## config.mk

```make
export PLATFORM = sky130hd
export DESIGN_NAME = instr_fetch
export DESIGN_NICKNAME = d
export VERILOG_FILES = /design/src/rtl/instr_fetch.sv
export SDC_FILE = /design/constraint.sdc
export NUM_CORES = 1
export LEC_CHECK = 0
export CORE_MARGIN = 8
export CORE_UTILIZATION = 35
export DETAILED_ROUTE_END_ITERATION = 8
export DONT_BUFFER_PORTS = 1
export SYNTH_ARGS = -nofsm -noshare
export SYNTH_HDL_FRONTEND = slang
export SYNTH_SLANG_ARGS = --single-unit
```

## constraint.sdc

```tcl
create_clock -name clk -period 6.4 [get_ports clk]
set_clock_uncertainty 0.1 [all_clocks]
set_input_delay 0.32 -clock clk [delete_from_list [all_inputs] [get_ports clk]]
set_output_delay 0.32 -clock clk [all_outputs]
set_load 0.01 [all_outputs]
```

## src/rtl/instr_fetch.sv

```systemverilog
// RV32I instruction fetch: owns the fetch PC, keeps up to BUF_DEPTH memory requests in flight and
// feeds the IF/ID register from a small prefetch buffer. Define MISALIGN_CHK_EN to add instr_misalign.
module instr_fetch #(
    parameter logic [31:0] RESET_PC  = 32'h0000_0000,
    parameter int unsigned BUF_DEPTH = 2,
    parameter logic [31:0] NOP_INSTR = 32'h0000_0013
) (
    input  logic        clk,
    input  logic        rst_n,
    input  logic        pc_sel,
    input  logic [31:0] pc_target,
    input  logic        stall,
    input  logic        flush,
    output logic        imem_req,
    output logic [31:0] imem_addr,
    input  logic        imem_gnt,
    input  logic        imem_rvalid,
    input  logic [31:0] imem_rdata,
    output logic [31:0] instr,
    output logic [31:0] pc,
    output logic        instr_vld
`ifdef MISALIGN_CHK_EN
    ,
    output logic        instr_misalign
`endif
);

    localparam int unsigned CNT_W  = $clog2(BUF_DEPTH + 1);
    localparam int unsigned CNT_W1 = CNT_W + 1;
    localparam int unsigned PTR_W  = $clog2(BUF_DEPTH);
    localparam logic [CNT_W:0] DEPTH_LIMIT = CNT_W1'(BUF_DEPTH);

    // Memory handshake: a request transfers on the cycle imem_req && imem_gnt are both high;
    // imem_req is never withdrawn by waiting on imem_gnt, and each transfer yields exactly one
    // imem_rvalid pulse, in order, at least one cycle later.

    logic [31:0]      fetch_pc_q, fetch_pc_d;
    logic [31:0]      resp_pc_q, resp_pc_d;
    logic [CNT_W-1:0] outstanding_q, outstanding_d;
    logic [CNT_W-1:0] drop_q, drop_d;
    logic [CNT_W-1:0] buf_cnt_q, buf_cnt_d;
    logic [PTR_W-1:0] rd_ptr_q, rd_ptr_d;
    logic [PTR_W-1:0] wr_ptr_q, wr_ptr_d;
    logic [31:0]      buf_instr_q [BUF_DEPTH];
    logic [31:0]      buf_pc_q    [BUF_DEPTH];

    logic [31:0]      aligned_target;
    logic [CNT_W:0]   inflight;
    logic             misalign_hold;
    logic             gnt_fire;
    logic             rsp_keep;
    logic             advance;
    logic             pop;
    logic             bypass;
    logic             push;
    logic             ifid_bubble;

    assign aligned_target = {pc_target[31:2], 2'b00};

`ifdef MISALIGN_CHK_EN
    logic misalign_q;

    always_ff @(posedge clk or negedge rst_n) begin
        if (!rst_n) begin
            misalign_q <= 1'b0;
        end else if (pc_sel) begin
            misalign_q <= |pc_target[1:0];
        end
    end

    assign misalign_hold  = misalign_q;
    assign instr_misalign = misalign_q;
`else
    logic unused_target_lsb;
    assign unused_target_lsb = ^pc_target[1:0];
    assign misalign_hold     = 1'b0;
`endif

    // Credits cover both in-flight requests (including ones to be dropped) and buffered words,
    // so the buffer can never overflow.
    assign inflight  = {1'b0, outstanding_q} + {1'b0, buf_cnt_q};
    assign imem_req  = rst_n && !pc_sel && !misalign_hold && (inflight < DEPTH_LIMIT);
    assign imem_addr = fetch_pc_q;
    assign gnt_fire  = imem_req && imem_gnt;

    assign rsp_keep    = imem_rvalid && (drop_q == '0);
    assign advance     = !pc_sel && !flush && !stall && !misalign_hold;
    assign pop         = advance && (buf_cnt_q != '0);
    assign bypass      = advance && (buf_cnt_q == '0) && rsp_keep;
    assign push        = rsp_keep && !bypass && !pc_sel;
    assign ifid_bubble = pc_sel || flush || misalign_hold || (!stall && !pop && !bypass);

    always_comb begin
        outstanding_d = outstanding_q;
        if (gnt_fire && !imem_rvalid) begin
            outstanding_d = outstanding_q + CNT_W'(1);
        end else if (!gnt_fire && imem_rvalid) begin
            outstanding_d = outstanding_q - CNT_W'(1);
        end
    end

    always_comb begin
        fetch_pc_d = fetch_pc_q;
        resp_pc_d  = resp_pc_q;
        drop_d     = drop_q;
        buf_cnt_d  = buf_cnt_q;
        rd_ptr_d   = rd_ptr_q;
        wr_ptr_d   = wr_ptr_q;
        if (pc_sel) begin
            // Every response still owed after this edge belongs to the old path.
            fetch_pc_d = aligned_target;
            resp_pc_d  = aligned_target;
            drop_d     = outstanding_d;
            buf_cnt_d  = '0;
            rd_ptr_d   = '0;
            wr_ptr_d   = '0;
        end else begin
            if (gnt_fire) begin
                fetch_pc_d = fetch_pc_q + 32'd4;
            end
            if (rsp_keep) begin
                resp_pc_d = resp_pc_q + 32'd4;
            end
            if (imem_rvalid && (drop_q != '0)) begin
                drop_d = drop_q - CNT_W'(1);
            end
            if (push) begin
                wr_ptr_d = wr_ptr_q + PTR_W'(1);
            end
            if (pop) begin
                rd_ptr_d = rd_ptr_q + PTR_W'(1);
            end
            if (push && !pop) begin
                buf_cnt_d = buf_cnt_q + CNT_W'(1);
            end else if (!push && pop) begin
                buf_cnt_d = buf_cnt_q - CNT_W'(1);
            end
        end
    end

    always_ff @(posedge clk or negedge rst_n) begin
        if (!rst_n) begin
            fetch_pc_q    <= RESET_PC;
            resp_pc_q     <= RESET_PC;
            outstanding_q <= '0;
            drop_q        <= '0;
            buf_cnt_q     <= '0;
            rd_ptr_q      <= '0;
            wr_ptr_q      <= '0;
        end else begin
            fetch_pc_q    <= fetch_pc_d;
            resp_pc_q     <= resp_pc_d;
            outstanding_q <= outstanding_d;
            drop_q        <= drop_d;
            buf_cnt_q     <= buf_cnt_d;
            rd_ptr_q      <= rd_ptr_d;
            wr_ptr_q      <= wr_ptr_d;
        end
    end

    always_ff @(posedge clk) begin
        if (push) begin
            buf_instr_q[wr_ptr_q] <= imem_rdata;
            buf_pc_q[wr_ptr_q]    <= resp_pc_q;
        end
    end

    // IF/ID: a bubble keeps the old pc so downstream debug still sees where the stream stood.
    always_ff @(posedge clk or negedge rst_n) begin
        if (!rst_n) begin
            instr     <= NOP_INSTR;
            pc        <= RESET_PC;
            instr_vld <= 1'b0;
        end else if (ifid_bubble) begin
            instr     <= NOP_INSTR;
            instr_vld <= 1'b0;
        end else if (pop) begin
            instr     <= buf_instr_q[rd_ptr_q];
            pc        <= buf_pc_q[rd_ptr_q];
            instr_vld <= 1'b1;
        end else if (bypass) begin
            instr     <= imem_rdata;
            pc        <= resp_pc_q;
            instr_vld <= 1'b1;
        end
    end

endmodule

```

== Word level (Yosys, flattened, before mapping) ==
Memory sizes are Yosys's and may differ from the RTL's.
Cells that the tools add are included.

* Bits in registers: 137
* Bits in writable memories: 128
* Output and inout bits: 98
* Memories kept: 2

* Add/subtract/negate cells: 10
* Order comparisons: 1
* Multiplexer cells: 25
* Bitwise operators: 1
* Reductions and logical operators: 41

{| class="wikitable"
|+ Memories
! memory !! depth !! width !! rd ports !! clocked after Yosys merged registers in !! write ports !! line !! source
|-
| buf_instr_q || 2 || 32 || 1 || 0 || 1 || 44 || <nowiki>logic [31:0] buf_instr_q [BUF_DEPTH];</nowiki>
|-
| buf_pc_q || 2 || 32 || 1 || 0 || 1 || 45 || <nowiki>logic [31:0] buf_pc_q [BUF_DEPTH];</nowiki>
|}

{| class="wikitable"
|+ Operators with widths
! operator !! number
|-
| two-way mux 32 bit || 9
|-
| adder 32 x 3 -> 32 bit, second input constant || 2
|-
| logical AND 1 bit || 18
|-
| nonzero test 2 bit || 8
|-
| two-way mux 2 bit || 7
|-
| two-way mux 1 bit || 9
|-
| zero test 1 bit || 8
|-
| nonzero test 3 bit || 2
|-
| subtractor 2 x 1 -> 2 bit, second input constant || 3
|-
| adder 2 x 1 -> 2 bit, second input constant || 2
|-
| zero test 2 bit || 2
|-
| adder 2 x 2 -> 3 bit || 1
|-
| < comparator 3 x 2 -> 1 bit, second input constant || 1
|-
| adder 1 bit, second input constant || 2
|-
| logical OR 1 bit || 2
|-
| AND reduction 2 bit || 1
|-
| inverter 1 bit || 1
|}

== Longest topological paths before layout ==
* Word-level depth: 13
* Mapped depth: 10

== Worst setup path after synthesis ==
Ideal clock, no wire load.

* Path type: register to register
* Start point: register drop_q[0]
* End point: memory buf_instr_q[1][0] (enable)
* Data arrival time: 5.936 ns
* Slack: -0.208 ns
* Stages on the path, launching flop included: 8
* Path buffers: 2
* Path through: dfrtp_1 -> inv_1 -> ha_1 -> clkbuf_1 -> and2_1 -> clkbuf_1 -> o31ai_1 -> nor3b_1

* Cells in the longest elaborated chain, start to end: 8

{| class="wikitable"
|+ RTL lines
! element !! line !! source
|-
| start, declared || 40 || <nowiki>logic [CNT_W-1:0] drop_q, drop_d;</nowiki>
|-
| start signal, assigned || 154 || <nowiki>drop_q <= drop_d;</nowiki>
|-
| zero test 2 bit (*) || 86 || <nowiki>assign rsp_keep = imem_rvalid && (drop_q == '0);</nowiki>
|-
| logical AND 1 bit (*) || 86 ||
|-
| logical AND 1 bit || 89 || <nowiki>assign bypass = advance && (buf_cnt_q == '0) && rsp_keep;</nowiki>
|-
| zero test 1 bit || 90 || <nowiki>assign push = rsp_keep && !bypass && !pc_sel;</nowiki>
|-
| logical AND 1 bit (*) (2 in a row) || 90 ||
|-
| two-way mux 1 bit (*) || 162 || <nowiki>if (push) begin</nowiki>
|-
| two-way mux 1 bit (implied by the code) (*) || 163 || <nowiki>buf_instr_q[wr_ptr_q] <= imem_rdata;</nowiki>
|-
| end, declared || 44 ||
|}

Every way passes the cells marked *; elsewhere a longest branch is shown, timed or not.

== Worst setup path after layout ==
* Start point: register buf_cnt_q[0]
* End point: register fetch_pc_q[22] (netlist: imem_addr[22])

* Cells in the longest elaborated chain, start to end: 5

{| class="wikitable"
|+ RTL lines
! element !! line !! source
|-
| start, declared || 41 || <nowiki>logic [CNT_W-1:0] buf_cnt_q, buf_cnt_d;</nowiki>
|-
| start signal, assigned || 155 || <nowiki>buf_cnt_q <= buf_cnt_d;</nowiki>
|-
| adder 2 x 2 -> 3 bit || 81 || <nowiki>assign inflight = {1'b0, outstanding_q} + {1'b0, buf_cnt_q};</nowiki>
|-
| < comparator 3 x 2 -> 1 bit || 82 || <nowiki>assign imem_req = rst_n && !pc_sel && !misalign_hold && (inflight < DEPTH_LIMIT);</nowiki>
|-
| logical AND 1 bit || 82 ||
|-
| via imem_req || 14 || <nowiki>output logic imem_req,</nowiki>
|-
| logical AND 1 bit || 84 || <nowiki>assign gnt_fire = imem_req && imem_gnt;</nowiki>
|-
| nonzero test 2 bit (no line) || n/a ||
|-
| end signal, assigned || 151 || <nowiki>fetch_pc_q <= fetch_pc_d;</nowiki>
|-
| end, declared || 37 || <nowiki>logic [31:0] fetch_pc_q, fetch_pc_d;</nowiki>
|}

The timed path passes the listed nets, and every way through them passes these cells.
A chain may end at the register's enable or synchronous reset.

==> results.txt <==
status - finished clean
chip height - 193 µm
initial DRC count - 403
vias in the first global route - 7379
Post-Route WL - 28200 µm
max_cap viols - 0
CTS buffer count - 27
I/O pins - 169
Layout area overhead - 17.7%
Slew headroom - 27.0%
CP arrival - 3.55 ns
CP max FO - 21
# DRC - 0
share of cells above drive strength 1 - 7.42%
Vias/cell - 5.34
Max clock buf depth - 3
Mapped Cells - 902
H-tree levels - 1
ys async rst share - 51.4%
Lkg Pwr - 4.74 nW
largest net degree at the start of global routing - 132
endpoints failing setup - 0
Reg clk slew, reported paths - 0.06 ns
cell taking the most area after synthesis - edfxtp_1
EDFF count, synth - 124
number of synthesized register bits - 255
Total Power - 4.23 mW
CP required - 6.72 ns
Starting Density - 35.1%
routability cong. - 0.844
CP max stage delay - 0.58 ns
Port Buf Inserts - 0
Yosys warnings - 0
drt pass-1 iters - 4
WHS Endpoint - buf_cnt_q[1]$_DFFE_PN0P_
P per Cell Area - 328 nW/µm²
die area - 37300 µm²
clk_lat worst skew - 0.53 ns
most frequent cells in the layout - dfrtp_1, edfxtp_1, nand2_1
setup slack at placement - 3.17 ns
GRT Residual Overflow - 0
RSZ-0062 raised after global routing - no
Syn Area/Cell - 12.2 µm²
Post-DRT Antenna Nets - 0
CTS tree - built
fin crit share - 50.6%
r2r worst-path depth - 7
most common cell after layout, fill and taps aside - dfrtp_1
initial antenna violation count - 1
most used cell, CP - nand2_1
GRT Total Usage - 14.9%
first-pass GRT wire length - 43900 µm
Synth top area share - 33.9%
Period minus WS final - 3.24 ns
detailed-route via count - 7331
final setup TNS - 0 ns
Max Freq - 309 MHz
ys flop type - dfrtp_1
Max VDD drop - 187 µV
reg2reg setup slack - 3.16 ns
Unique masters post-synth - 52
routed len/inst - 20.5 µm
CP Capture Type - flip-flop
Detailed Place HPWL - 17800 µm
Root Driver - clkbuf_16
Core Util, Final - 41.4%
Setup Buffers After CTS - 0
Floorplan Core Area - 31200 µm²
DP Cell Count - 1255
FF-to-FF End - imem_addr[22]$_DFFE_PN0P_
overall die width - 193 µm
HP Class - primary input to flip-flop
Hold Vio Cnt, Final - 0
worst r2r src - buf_cnt_q[0]$_DFFE_PN0P_
Final Net Count - 1025
hold path start - flush
post-synthesis cell area - 11000 µm²
Worst-Margin Slew - 1.09 ns
hold path depth - 2
crit start category - flip-flop
cells along the critical path - and2_1 -> fa_1 -> nor4b_4 -> nand2_1 -> nand2_1 -> o21ai_0 -> a221o_1
largest cells by area after synthesis - edfxtp_1, dfrtp_1, nand2_1
std cell rows - 65
max-slew violation count - 0
post-synthesis sequential area ratio - 63.8%
Layout fillers - 2916
clk sinks - 255
CP Launch Point - buf_cnt_q[0]$_DFFE_PN0P_
Worst Path Class, Setup - flip-flop to flip-flop
worst setup slack after layout - 3.16 ns
Cell Count, Final, Fillers Out - 1374
CP max-delay cell - nand2_1
-- what timing repair did --
action	in CTS	in global routing
hold buffers	68	0
gates resized for setup	0	0
endpoints found under the hold margin	294	0
-- logic make-up (layout without fill, tap and decap cells) --
logic type / count (synthesis) / after routing / synth area share (%)
simple gates: 307 / 307 / 14.0
flops: 255 / 255 / 63.8
compound gates: 187 / 187 / 12.1
buf+inv: 69 / 135 / 2.68
xor+xnor: 41 / 41 / 3.27
mux: 38 / 38 / 3.55
fa+ha+maj: 4 / 4 / 0.524
other cells: 1 / 5 / 0.0342
-- layer usage --
metal	GRT usage, %	wire (µm)	vias to the layer above
met5	0	0	-
met4	3.28	498	0
met3	4.50	2550	37
met2	22.7	12300	234
met1	20.8	12800	3600
li1	-	-	3460
-- synth_stat cells (14+ instances only) --
cell type,instances
clkbuf_1,48
xnor2_1,19
nand3_1,32
a221o_1,30
nand2_1,111
nand4_1,21
edfxtp_1,124
dfrtp_1,128
mux2i_1,31
nor2b_1,33
a211oi_1,35
xor2_1,22
o21ai_0,35
and3_1,14
a31oi_1,34
nor2_1,49
-- sequential cells by signal, summed over array words and instances (netlist names) --
name	count
outstanding_q	2
wr_ptr_q	1
buf_pc_q	60
rd_ptr_q	1
imem_addr	30
buf_instr_q	64
instr_vld	1
drop_q	2
pc	30
resp_pc_q	30
buf_cnt_q	2
instr	32
-- through the flow --
stage               cell area (µm²)  hold slack (ns)
floorplan                     11000          -0.0756
detailed placement            11300          -0.0705
finish                        12900           0.0217
global placement              11300          -0.0696
global route                  12900           0.0403
CTS                           12900          0.00174
-- worst max path at each step --
stage	endpoint	depth (start not counted)
global placement	imem_addr[22]$_DFFE_PN0P_	7
finish	imem_addr[22]$_DFFE_PN0P_	7
detailed placement	imem_addr[22]$_DFFE_PN0P_	7
floorplan	buf_instr_q[0][0]$_DFFE_PP_	7
CTS	imem_addr[22]$_DFFE_PN0P_	7
global route	imem_addr[6]$_DFFE_PN0P_	7
-- report_power, final --
| part | internal [mW] | switching (mW) |
|---|---|---|
| clock network | 0.904 | 0.632 |
| registers | 1.94 | 0.297 |
| logic | 0.207 | 0.254 |
-- area by class of cell --
| class | count | area (µm²) | area share, % |
|---|---|---|---|
| antenna | 1 | 2.50 | 0.0194 |
| clock buffer | 39 | 761 | 5.89 |
| clock inverter | 11 | 108 | 0.833 |
| inverter | 9 | 33.8 | 0.262 |
| multi-input combinational | 581 | 3730 | 28.9 |
| sequential | 255 | 7010 | 54.3 |
| tap | 402 | 503 | 3.89 |
| timing repair buffer | 76 | 768 | 5.95 |
-- critical path: cells and delay by family, from the launching register on --
family	cells	cell delay [ns]
and+or+nand+nor	4	1.61
adders and majority gates	1	0.45
DFF	1	0.54
AOI/OAI and AO/OA	2	0.42
(Power assumes the default switching activity.)
